### config.mk
export PLATFORM = sky130hd
export DESIGN_NAME = fsm_vend_flat
export DESIGN_NICKNAME = d
export VERILOG_FILES = /design/src/rtl/fsm_vend_if.sv /design/src/rtl/fsm_vend.sv /design/src/flat_wrapper.sv
export SDC_FILE = /design/constraint.sdc
export NUM_CORES = 1
export LEC_CHECK = 0
export BUFFER_PORTS_ARGS = -buffer_cell sky130_fd_sc_hd__buf_2
export CORE_MARGIN = 8
export CORE_UTILIZATION = 24
export DETAILED_ROUTE_END_ITERATION = 8
export PLACE_DENSITY_LB_ADDON = 0.2
export SLEW_MARGIN = 25
export SYNTH_ARGS = -nofsm -noshare
export SYNTH_HDL_FRONTEND = slang
export SYNTH_SLANG_ARGS = --single-unit
### constraint.sdc
create_clock -name clk -period 5 [get_ports clk]
set_clock_uncertainty 0.2 [all_clocks]
set_input_delay 1 -clock clk [delete_from_list [all_inputs] [get_ports clk]]
set_output_delay 1 -clock clk [all_outputs]
set_load 0.01 [all_outputs]
### src/rtl/fsm_vend_if.sv
// fsm_vend_if: coin/cancel inputs and dispense/change/reject outputs of the vending controller
interface fsm_vend_if #(parameter int CREDIT_W = 4);
    logic                coin_valid;
    logic [1:0]          coin_code;
    logic                cancel;
    logic                sell_flag;
    logic                change_pulse;
    logic                coin_reject;
    logic                busy;
    logic [CREDIT_W-1:0] credit;
    modport master (output coin_valid, coin_code, cancel,
                    input  sell_flag, change_pulse, coin_reject, busy, credit);
    modport slave  (input  coin_valid, coin_code, cancel,
                    output sell_flag, change_pulse, coin_reject, busy, credit);
endinterface

### src/rtl/fsm_vend.sv
// fsm_vend: half-unit credit vending controller with serial change/refund pulses
module fsm_vend #(
    parameter int CREDIT_W   = 4,
    parameter int PRICE      = 3,
    parameter int MAX_CREDIT = 15
) (
    input logic        clk,
    input logic        rst,
    fsm_vend_if.slave  bus
);
    localparam logic [3:0] IDLE    = 4'b0001;
    localparam logic [3:0] COLLECT = 4'b0010;
    localparam logic [3:0] VEND    = 4'b0100;
    localparam logic [3:0] CHANGE  = 4'b1000;
    localparam logic [CREDIT_W:0]   PRICE_N = (CREDIT_W+1)'(PRICE);
    localparam logic [CREDIT_W:0]   MAX_N   = (CREDIT_W+1)'(MAX_CREDIT);
    localparam logic [CREDIT_W-1:0] PRICE_C = CREDIT_W'(PRICE);

    logic [3:0]          state, nxt;
    logic [CREDIT_W-1:0] credit_q, cr_nxt;
    logic [CREDIT_W:0]   v, n;
    logic                rej_nxt;

    assign v = bus.coin_code == 2'd0 ? (CREDIT_W+1)'(1) :
               bus.coin_code == 2'd1 ? (CREDIT_W+1)'(2) :
               bus.coin_code == 2'd2 ? (CREDIT_W+1)'(4) : (CREDIT_W+1)'(10);
    assign n = {1'b0, credit_q} + v;
    assign bus.credit = credit_q;

    // cancel takes priority over a simultaneous coin, which is then rejected
    always_comb begin
        nxt     = state;
        cr_nxt  = credit_q;
        rej_nxt = 1'b0;
        case (state)
            IDLE, COLLECT: begin
                if (bus.cancel) begin
                    rej_nxt = bus.coin_valid;
                    nxt     = state == COLLECT ? CHANGE : IDLE;
                end else if (bus.coin_valid) begin
                    if (n > MAX_N) rej_nxt = 1'b1;
                    else begin
                        cr_nxt = n[CREDIT_W-1:0];
                        nxt    = n >= PRICE_N ? VEND : COLLECT;
                    end
                end
            end
            VEND: begin
                rej_nxt = bus.coin_valid;
                cr_nxt  = credit_q - PRICE_C;
                nxt     = cr_nxt != '0 ? CHANGE : IDLE;
            end
            CHANGE: begin
                rej_nxt = bus.coin_valid;
                cr_nxt  = credit_q - 1'b1;
                nxt     = credit_q == CREDIT_W'(1) ? IDLE : CHANGE;
            end
            default: begin
                nxt    = IDLE;
                cr_nxt = '0;
            end
        endcase
    end

    // pulse outputs are registered from the next state so they line up with it
    always_ff @(posedge clk or posedge rst) begin
        if (rst) begin
            state            <= IDLE;
            credit_q         <= '0;
            bus.sell_flag    <= 1'b0;
            bus.change_pulse <= 1'b0;
            bus.coin_reject  <= 1'b0;
            bus.busy         <= 1'b0;
        end else begin
            state            <= nxt;
            credit_q         <= cr_nxt;
            bus.sell_flag    <= nxt == VEND;
            bus.change_pulse <= nxt == CHANGE;
            bus.coin_reject  <= rej_nxt;
            bus.busy         <= nxt == VEND || nxt == CHANGE;
        end
    end
endmodule

### src/flat_wrapper.sv
// flat-port wrapper written by rule: the top's interface ports become plain ports
module fsm_vend_flat 
#(
    parameter int CREDIT_W   = 4,
    parameter int PRICE      = 3,
    parameter int MAX_CREDIT = 15
)
  (clk, rst, bus_coin_valid, bus_coin_code, bus_cancel, bus_sell_flag, bus_change_pulse, bus_coin_reject, bus_busy, bus_credit);
  fsm_vend_if #(.CREDIT_W(CREDIT_W)) bus_i ();
  input logic clk;
  input logic rst;
  input wire logic [$bits(bus_i.coin_valid)-1:0] bus_coin_valid;
  input wire logic [$bits(bus_i.coin_code)-1:0] bus_coin_code;
  input wire logic [$bits(bus_i.cancel)-1:0] bus_cancel;
  output wire logic [$bits(bus_i.sell_flag)-1:0] bus_sell_flag;
  output wire logic [$bits(bus_i.change_pulse)-1:0] bus_change_pulse;
  output wire logic [$bits(bus_i.coin_reject)-1:0] bus_coin_reject;
  output wire logic [$bits(bus_i.busy)-1:0] bus_busy;
  output wire logic [$bits(bus_i.credit)-1:0] bus_credit;
  assign bus_i.coin_valid = bus_coin_valid;
  assign bus_i.coin_code = bus_coin_code;
  assign bus_i.cancel = bus_cancel;
  assign bus_sell_flag = bus_i.sell_flag;
  assign bus_change_pulse = bus_i.change_pulse;
  assign bus_coin_reject = bus_i.coin_reject;
  assign bus_busy = bus_i.busy;
  assign bus_credit = bus_i.credit;
  fsm_vend #(.CREDIT_W(CREDIT_W), .PRICE(PRICE), .MAX_CREDIT(MAX_CREDIT)) u_core (.clk(clk), .rst(rst), .bus(bus_i));
endmodule
==> flow_metrics.py, run 1 <==
metrics = {
    "detailed_routing": {
        "drc_errors": 0,
        "drt_pass1_iterations": 4,
        "viasPerCell": 4.80,
        "initialDrtViolationCount": 31,
        "vias": 744,
        "ant_nets": 0,
        "avgRoutedWirePerCell_microns": 13.3,
        "wirelength_microns": 2070,
    },
    "sta": {
        "max_slew_margin": 0.650,
        "setup_viol": 0,
        "timing.setup.tns_ns": 0,
        "timing.final.crit_period_ns": 2.93,
        "drv_slew": 0,
        "fin_crit_sh": 0.586,
        "tightestPinTransition_ns": 0.524,
        "rsz_0062_raised_after_global_routing": "false",
        "postLayoutSetupSlackWorst_ns": 2.07,
        "hold_violations": 0,
        "maximum_operating_frequency_mhz": 341,
    },
    "critical_path": {
        "cp-start-kind": "input pin",
        "classification_of_the_worst_setup_path": "in -> reg",
        "worst-endpoint-required_ns": 4.90,
        "critPathArrivalTime_ns": 2.83,
        "cp_num_buf_inv": 1,
        "cp_endpoint_kind": "register",
        "slowest_delay_ns": 0.43,
        "cp_slowest_cell": "sky130_fd_sc_hd__nor2_1",
        "critical_path_peak_fanout": 7,
        "crit_family": "simple AND/OR/NAND/NOR gates",
        "worstPathCellList": "buf_2 > nor2_1 > ha_1 > fa_1 > nand3_1 > nand3_1 > nor2_1 > mux2i_1 > o21ai_0",
    },
    "placed_design": {
        "gp_congestion": 0.725,
        "placement.setup.worst_slack_ns": 1.83,
        "hpwl_dp_microns": 1640,
        "port_buffer_count": 13,
    },
    "pwr": {
        "switching_share": 0.421,
        "cellPowerDensity_nw_per_um2": 562,
        "clock_power_share": 0.178,
        "leakage_nw": 0.464,
        "p_switching_mw": 0.251,
        "power.combinational.fraction": 0.494,
        "power.share.sequential": 0.327,
        "ir_worst_vdd_uv": 131,
        "p_int_mw": 0.346,
    },
    "logic_synthesis": {
        "synth.largest_area_cell": "sky130_fd_sc_hd__dfrtp_1",
        "top_count_cell_post_synth": "sky130_fd_sc_hd__dfrtp_1",
        "postSynth.asyncResetShare": 1.00,
        "yosys.area.top_type_share": 0.307,
        "synth_fp_nets": 106,
        "synth_cell_type_count": 39,
        "ys_dominant_reg_cell": "sky130_fd_sc_hd__dfrtp_1",
        "synth_sequential_area_ratio": 0.336,
        "synth_enable_flop_cells": 0,
        "synthesis.yosys.warnings": 0,
        "yosys_register_bits": 12,
        "number_of_instances_in_the_synthesized_netlist": 92,
        "syn_area_sq_um": 897,
        "post_synth.cell_area_avg_sq_um": 9.75,
        "post_synth_main_area_contributors": "sky130_fd_sc_hd__dfrtp_1, sky130_fd_sc_hd__ha_1, sky130_fd_sc_hd__nor4b_4",
        "synth_commonest_cells": "sky130_fd_sc_hd__dfrtp_1, sky130_fd_sc_hd__nor2_1, sky130_fd_sc_hd__ha_1",
    },
    "layout": {
        "area_growth_pct": 18.4,
        "sequential_cell_area_sq_um": 302,
        "design.final.nets": 122,
        "n_antenna_cell": 0,
        "layout.filler_cells": 409,
        "multiInputGateArea_sq_um": 558,
        "layout-drive-gt1-share": 0.224,
    },
    "global_route": {
        "antenna_found_initial": 0,
        "grt-ovfl-total": 0,
        "grt_pass1_wl_microns": 3370,
        "grt.total_usage": 0.0684,
        "grt_start_max_net_pins": 13,
        "first_global_vias": 725,
    },
    "clock_network": {
        "cts_buffers": 3,
        "cts_tree": "yes",
        "cts_resized": 0,
        "clock_path_buffers": 2,
        "ctsRootBufferMaster": "sky130_fd_sc_hd__clkbuf_8",
        "worstSkewPairLatency_ns": 0.24,
        "cts.sinks": 12,
        "cts.htree.levels": 1,
        "cts_hold_repair.buffers": 0,
        "post-cts-setup-buffer-count": 0,
        "clkTransAtPathRegs_ns": 0.06,
    },
    "floorplan": {
        "die_height_microns": 77.1,
        "initial_core_util": 0.247,
        "core_area_sq_um": 3630,
        "dieArea_sq_um": 5950,
        "die-width_microns": 77.1,
        "ioPinCount": 14,
        "num_rows": 22,
    },
    "flow_run": {
        "max_cap_viol_count": 0,
    },
    "run_status": {
        "outcome": "completed",
    },
    "worst_hold_path": {
        "worst_hold_path_class": "reg -> reg",
    },
}
## per-stage QoR
stage / hold WS, ns / area [sq um] / cells / util / total power [mW]
floorplan: 0.375 / 897 / 92 / - / 0.414
detailed placement: 0.418 / 1010 / 151 / 0.277 / 0.496
finish: 0.423 / 1060 / 155 / 0.292 / 0.597
global placement: 0.433 / 1010 / 151 / 0.277 / 0.494
global route: 0.459 / 1060 / 155 / 0.292 / 0.648
CTS: 0.428 / 1060 / 155 / 0.292 / 0.604
## placed cells by master, fill, tap and decap left out, drive strengths merged, types with 4 or more instances in the layout
| cell | instances |
|---|---|
| ha | 7 |
| inv | 6 |
| nand2 | 6 |
| nor2 | 9 |
| dfrtp | 11 |
| o21ai | 4 |
| clkbuf | 4 |
| buf | 13 |
| a21oi | 4 |
## layout make-up
class                           count  area share
Clock buffer                        4      0.0518
Inverter                            6      0.0212
Multi-Input combinational cell     72       0.525
Sequential cell                    12       0.284
Tap cell                           48      0.0565
Timing Repair Buffer               13      0.0612
## per-layer routing
metal / vias up / track usage / share of wire / routed length (microns)
met5: - / 0 / 0 / 0
met4: 0 / 0.0396 / 0.013 / 27
met3: 2 / 0.0105 / 0.017 / 36
met2: 10 / 0.106 / 0.44 / 909
met1: 365 / 0.0869 / 0.53 / 1090
li1: 367 / - / - / -
## power groups by stage
stage	Sequential (mW)	Clock (mW)	Combinational, mW
floorplan	0.194	0	0.220
global placement	0.198	0	0.296
detailed placement	0.197	0	0.299
CTS	0.196	0.108	0.301
global route	0.203	0.113	0.331
finish	0.196	0.106	0.295
## state kept, by name, indices dropped and copies added (netlist names)
register	count
u_core.bus.busy	1
u_core.bus.coin_reject	1
u_core.state	4
u_core.bus.sell_flag	1
u_core.bus.change_pulse	1
u_core.bus.credit	4
## worst paths after layout
check	to	slack, ns	cells past startpoint	from
min in group asynchronous	u_core.state[3]	0.56	2	rst
worst max-delay path	u_core.bus.credit[1]	2.07	9	bus_coin_code[0]
worst min-delay path	u_core.state[0]	0.42	2	u_core.state[0]
max in group asynchronous	u_core.state[0]	3.70	2	rst
worst max register to register	u_core.bus.credit[1]	2.47	7	u_core.bus.credit[0]
worst min register to register	u_core.state[0]	0.42	2	u_core.state[0]
## worst min-delay path, delay by kind of cell, from the launching register on
kind             cells  cell delay, ns
AND/OR/NAND/NOR      1            0.09
AO/OA/AOI/OAI        1            0.10
flip-flops           1            0.41
## logic make-up after synthesis
logic type	count (synthesis)	synth area share
and+or+nand+nor	34	0.245
muxes	3	0.0335
DFF	12	0.336
adders and majority gates	9	0.131
AOI/OAI and AO/OA	23	0.183
buffers and inverters	8	0.0418
xor gates and xnor gates	3	0.0293
Note: power is estimated with default switching activity, not from simulation.
==> inputs of run 2 (changes only) <==
==> constraint.sdc (replaced) <==
create_clock -name clk -period 2.85 [get_ports clk]
set_clock_uncertainty 0.2 [all_clocks]
set_input_delay 0.57 -clock clk [delete_from_list [all_inputs] [get_ports clk]]
set_output_delay 0.57 -clock clk [all_outputs]
set_load 0.01 [all_outputs]
==> flow_metrics.py, run 2 (same netlist as run 1, synthesis figures left out) <==
metrics = {
    "run_status": {
        "outcome": "completed",
    },
    "floorplan": {
        "num_rows": 22,
        "initial_core_util": 0.247,
        "ioPinCount": 14,
        "dieArea_sq_um": 5950,
        "core_area_sq_um": 3630,
        "die_height_microns": 77.1,
        "die-width_microns": 77.1,
    },
    "sta": {
        "hold_violations": 0,
        "timing.setup.tns_ns": 0,
        "setup_viol": 0,
        "fin_crit_sh": 0.813,
        "postLayoutSetupSlackWorst_ns": 0.533,
        "finalHoldWorstSlack_ns": 0.135,
        "timing.final.crit_period_ns": 2.32,
        "tightestPinTransition_ns": 0.520,
        "max_slew_margin": 0.652,
        "maximum_operating_frequency_mhz": 432,
        "drv_slew": 0,
        "rsz_0062_raised_after_global_routing": "false",
    },
    "critical_path": {
        "startpoint_of_the_worst_register_to_register_path": "u_core.bus.credit[0]",
        "slowest_delay_ns": 0.49,
        "worstPathCellList": "ha_1 > fa_1 > nand3_1 > and3_1 > o2111ai_1 > a211oi_1 > nor2_1",
        "cp-start-kind": "register",
        "critPathArrivalTime_ns": 2.23,
        "critical_path_peak_fanout": 9,
        "worst-endpoint-required_ns": 2.77,
        "start_point_of_the_critical_path": "u_core.bus.credit[0]",
        "cp_endpoint_kind": "register",
        "classification_of_the_worst_setup_path": "reg -> reg",
        "r2r.worst_path.cells": 7,
        "cp_slowest_cell": "sky130_fd_sc_hd__dfrtp_1",
    },
    "placed_design": {
        "post-place-cells": 152,
        "placement.setup.worst_slack_ns": 0.315,
        "hpwl_dp_microns": 1690,
        "port_buffer_count": 13,
        "post_detailed_placement_cell_area_sq_um": 1010,
        "gp_congestion": 0.687,
    },
    "pwr": {
        "power.combinational.fraction": 0.496,
        "leakage_nw": 0.469,
        "power.share.sequential": 0.329,
        "ir_worst_vdd_uv": 245,
        "switching_share": 0.422,
        "p_int_mw": 0.608,
        "clock_power_share": 0.175,
        "p_switching_mw": 0.444,
        "cellPowerDensity_nw_per_um2": 984,
        "fin_total_pwr_mw": 1.05,
    },
    "layout": {
        "sequential_cell_area_sq_um": 302,
        "layout-drive-gt1-share": 0.231,
        "final_core_utilization": 0.294,
        "mostFrequentLayoutCells": "sky130_fd_sc_hd__buf_2, sky130_fd_sc_hd__dfrtp_1, sky130_fd_sc_hd__nor2_1",
        "stdcell_count": 156,
        "area_growth_pct": 19.2,
        "design.final.nets": 123,
        "commonest_non_fill_non_tap_cell_in_the_layout": "sky130_fd_sc_hd__buf_2",
        "n_antenna_cell": 0,
        "design_area_sq_um": 1070,
        "multiInputGateArea_sq_um": 558,
        "layout.filler_cells": 415,
    },
    "worst_hold_path": {
        "worst_hold_path_class": "in -> async",
    },
    "global_route": {
        "grt_pass1_wl_microns": 3580,
        "use_met2": 0.110,
        "grt.met1_usage": 0.0986,
        "antenna_found_initial": 0,
        "grt_use_met3": 0.00932,
        "first_global_vias": 756,
        "grt.busiest_layer": "met2",
        "grt-ovfl-total": 0,
        "grt.total_usage": 0.0735,
        "grt_start_max_net_pins": 13,
    },
    "clock_network": {
        "cts_resized": 0,
        "clock_path_buffers": 2,
        "clkTransAtPathRegs_ns": 0.05,
        "cts_tree": "yes",
        "cts.htree.levels": 1,
        "ctsRootBufferMaster": "sky130_fd_sc_hd__clkbuf_8",
        "cts_buffers": 3,
        "cts.sinks": 12,
        "worstSkewPairLatency_ns": 0.24,
        "cts_hold_repair.buffers": 0,
        "post-cts-setup-buffer-count": 0,
    },
    "detailed_routing": {
        "wirelength_microns": 2090,
        "ant_nets": 0,
        "vias": 736,
        "drt_pass1_iterations": 4,
        "drc_errors": 0,
        "avgRoutedWirePerCell_microns": 13.4,
        "initialDrtViolationCount": 36,
        "viasPerCell": 4.72,
    },
    "flow_run": {
        "max_cap_viol_count": 0,
    },
}
-- run 2: cell types whose count changed in the layout (fill, tap and decap cells not counted) --
| cell | delta |
|---|---|
| sky130_fd_sc_hd__buf_4 | +1 |
-- run 2: power by group through the flow --
stage	Clock [mW]	Combinational, mW	Sequential, mW
after floorplan	0	0.387	0.340
after global placement	0	0.523	0.346
after detailed placement	0	0.526	0.350
after CTS	0.190	0.529	0.347
after global routing	0.200	0.594	0.360
final	0.184	0.522	0.346
-- run 2: final cells by class --
type,count,area share
Clock buffer,4,0.0515
Inverter,6,0.0211
Tap cell,48,0.0561
Sequential cell,12,0.282
Multi-Input combinational cell,72,0.522
Timing Repair Buffer,14,0.0678
-- run 2: layer usage --
metal  routed length [microns]  share of wire  up-vias
met1                      1070           0.51      355
met4                        27          0.013        0
li1                          -              -      369
met3                        30          0.014        2
met2                       965           0.46       10
met5                         0              0        -
-- run 2: final timing paths --
path	to	slack [ns]
worst max-delay path	u_core.bus.busy	0.53
worst min-delay path	u_core.bus.change_pulse	0.13
worst max register to register	u_core.bus.busy	0.53
worst min register to register	u_core.state[0]	0.45
max in group asynchronous	u_core.state[0]	1.97
min in group clk	u_core.bus.coin_reject	0.37
-- run 2: critical path: cells and delay by family (launching register included) --
family / cells / cell delay, ns
simple gates: 3 / 0.41
flops: 1 / 0.49
fa+ha+maj: 2 / 0.68
compound gates: 2 / 0.41
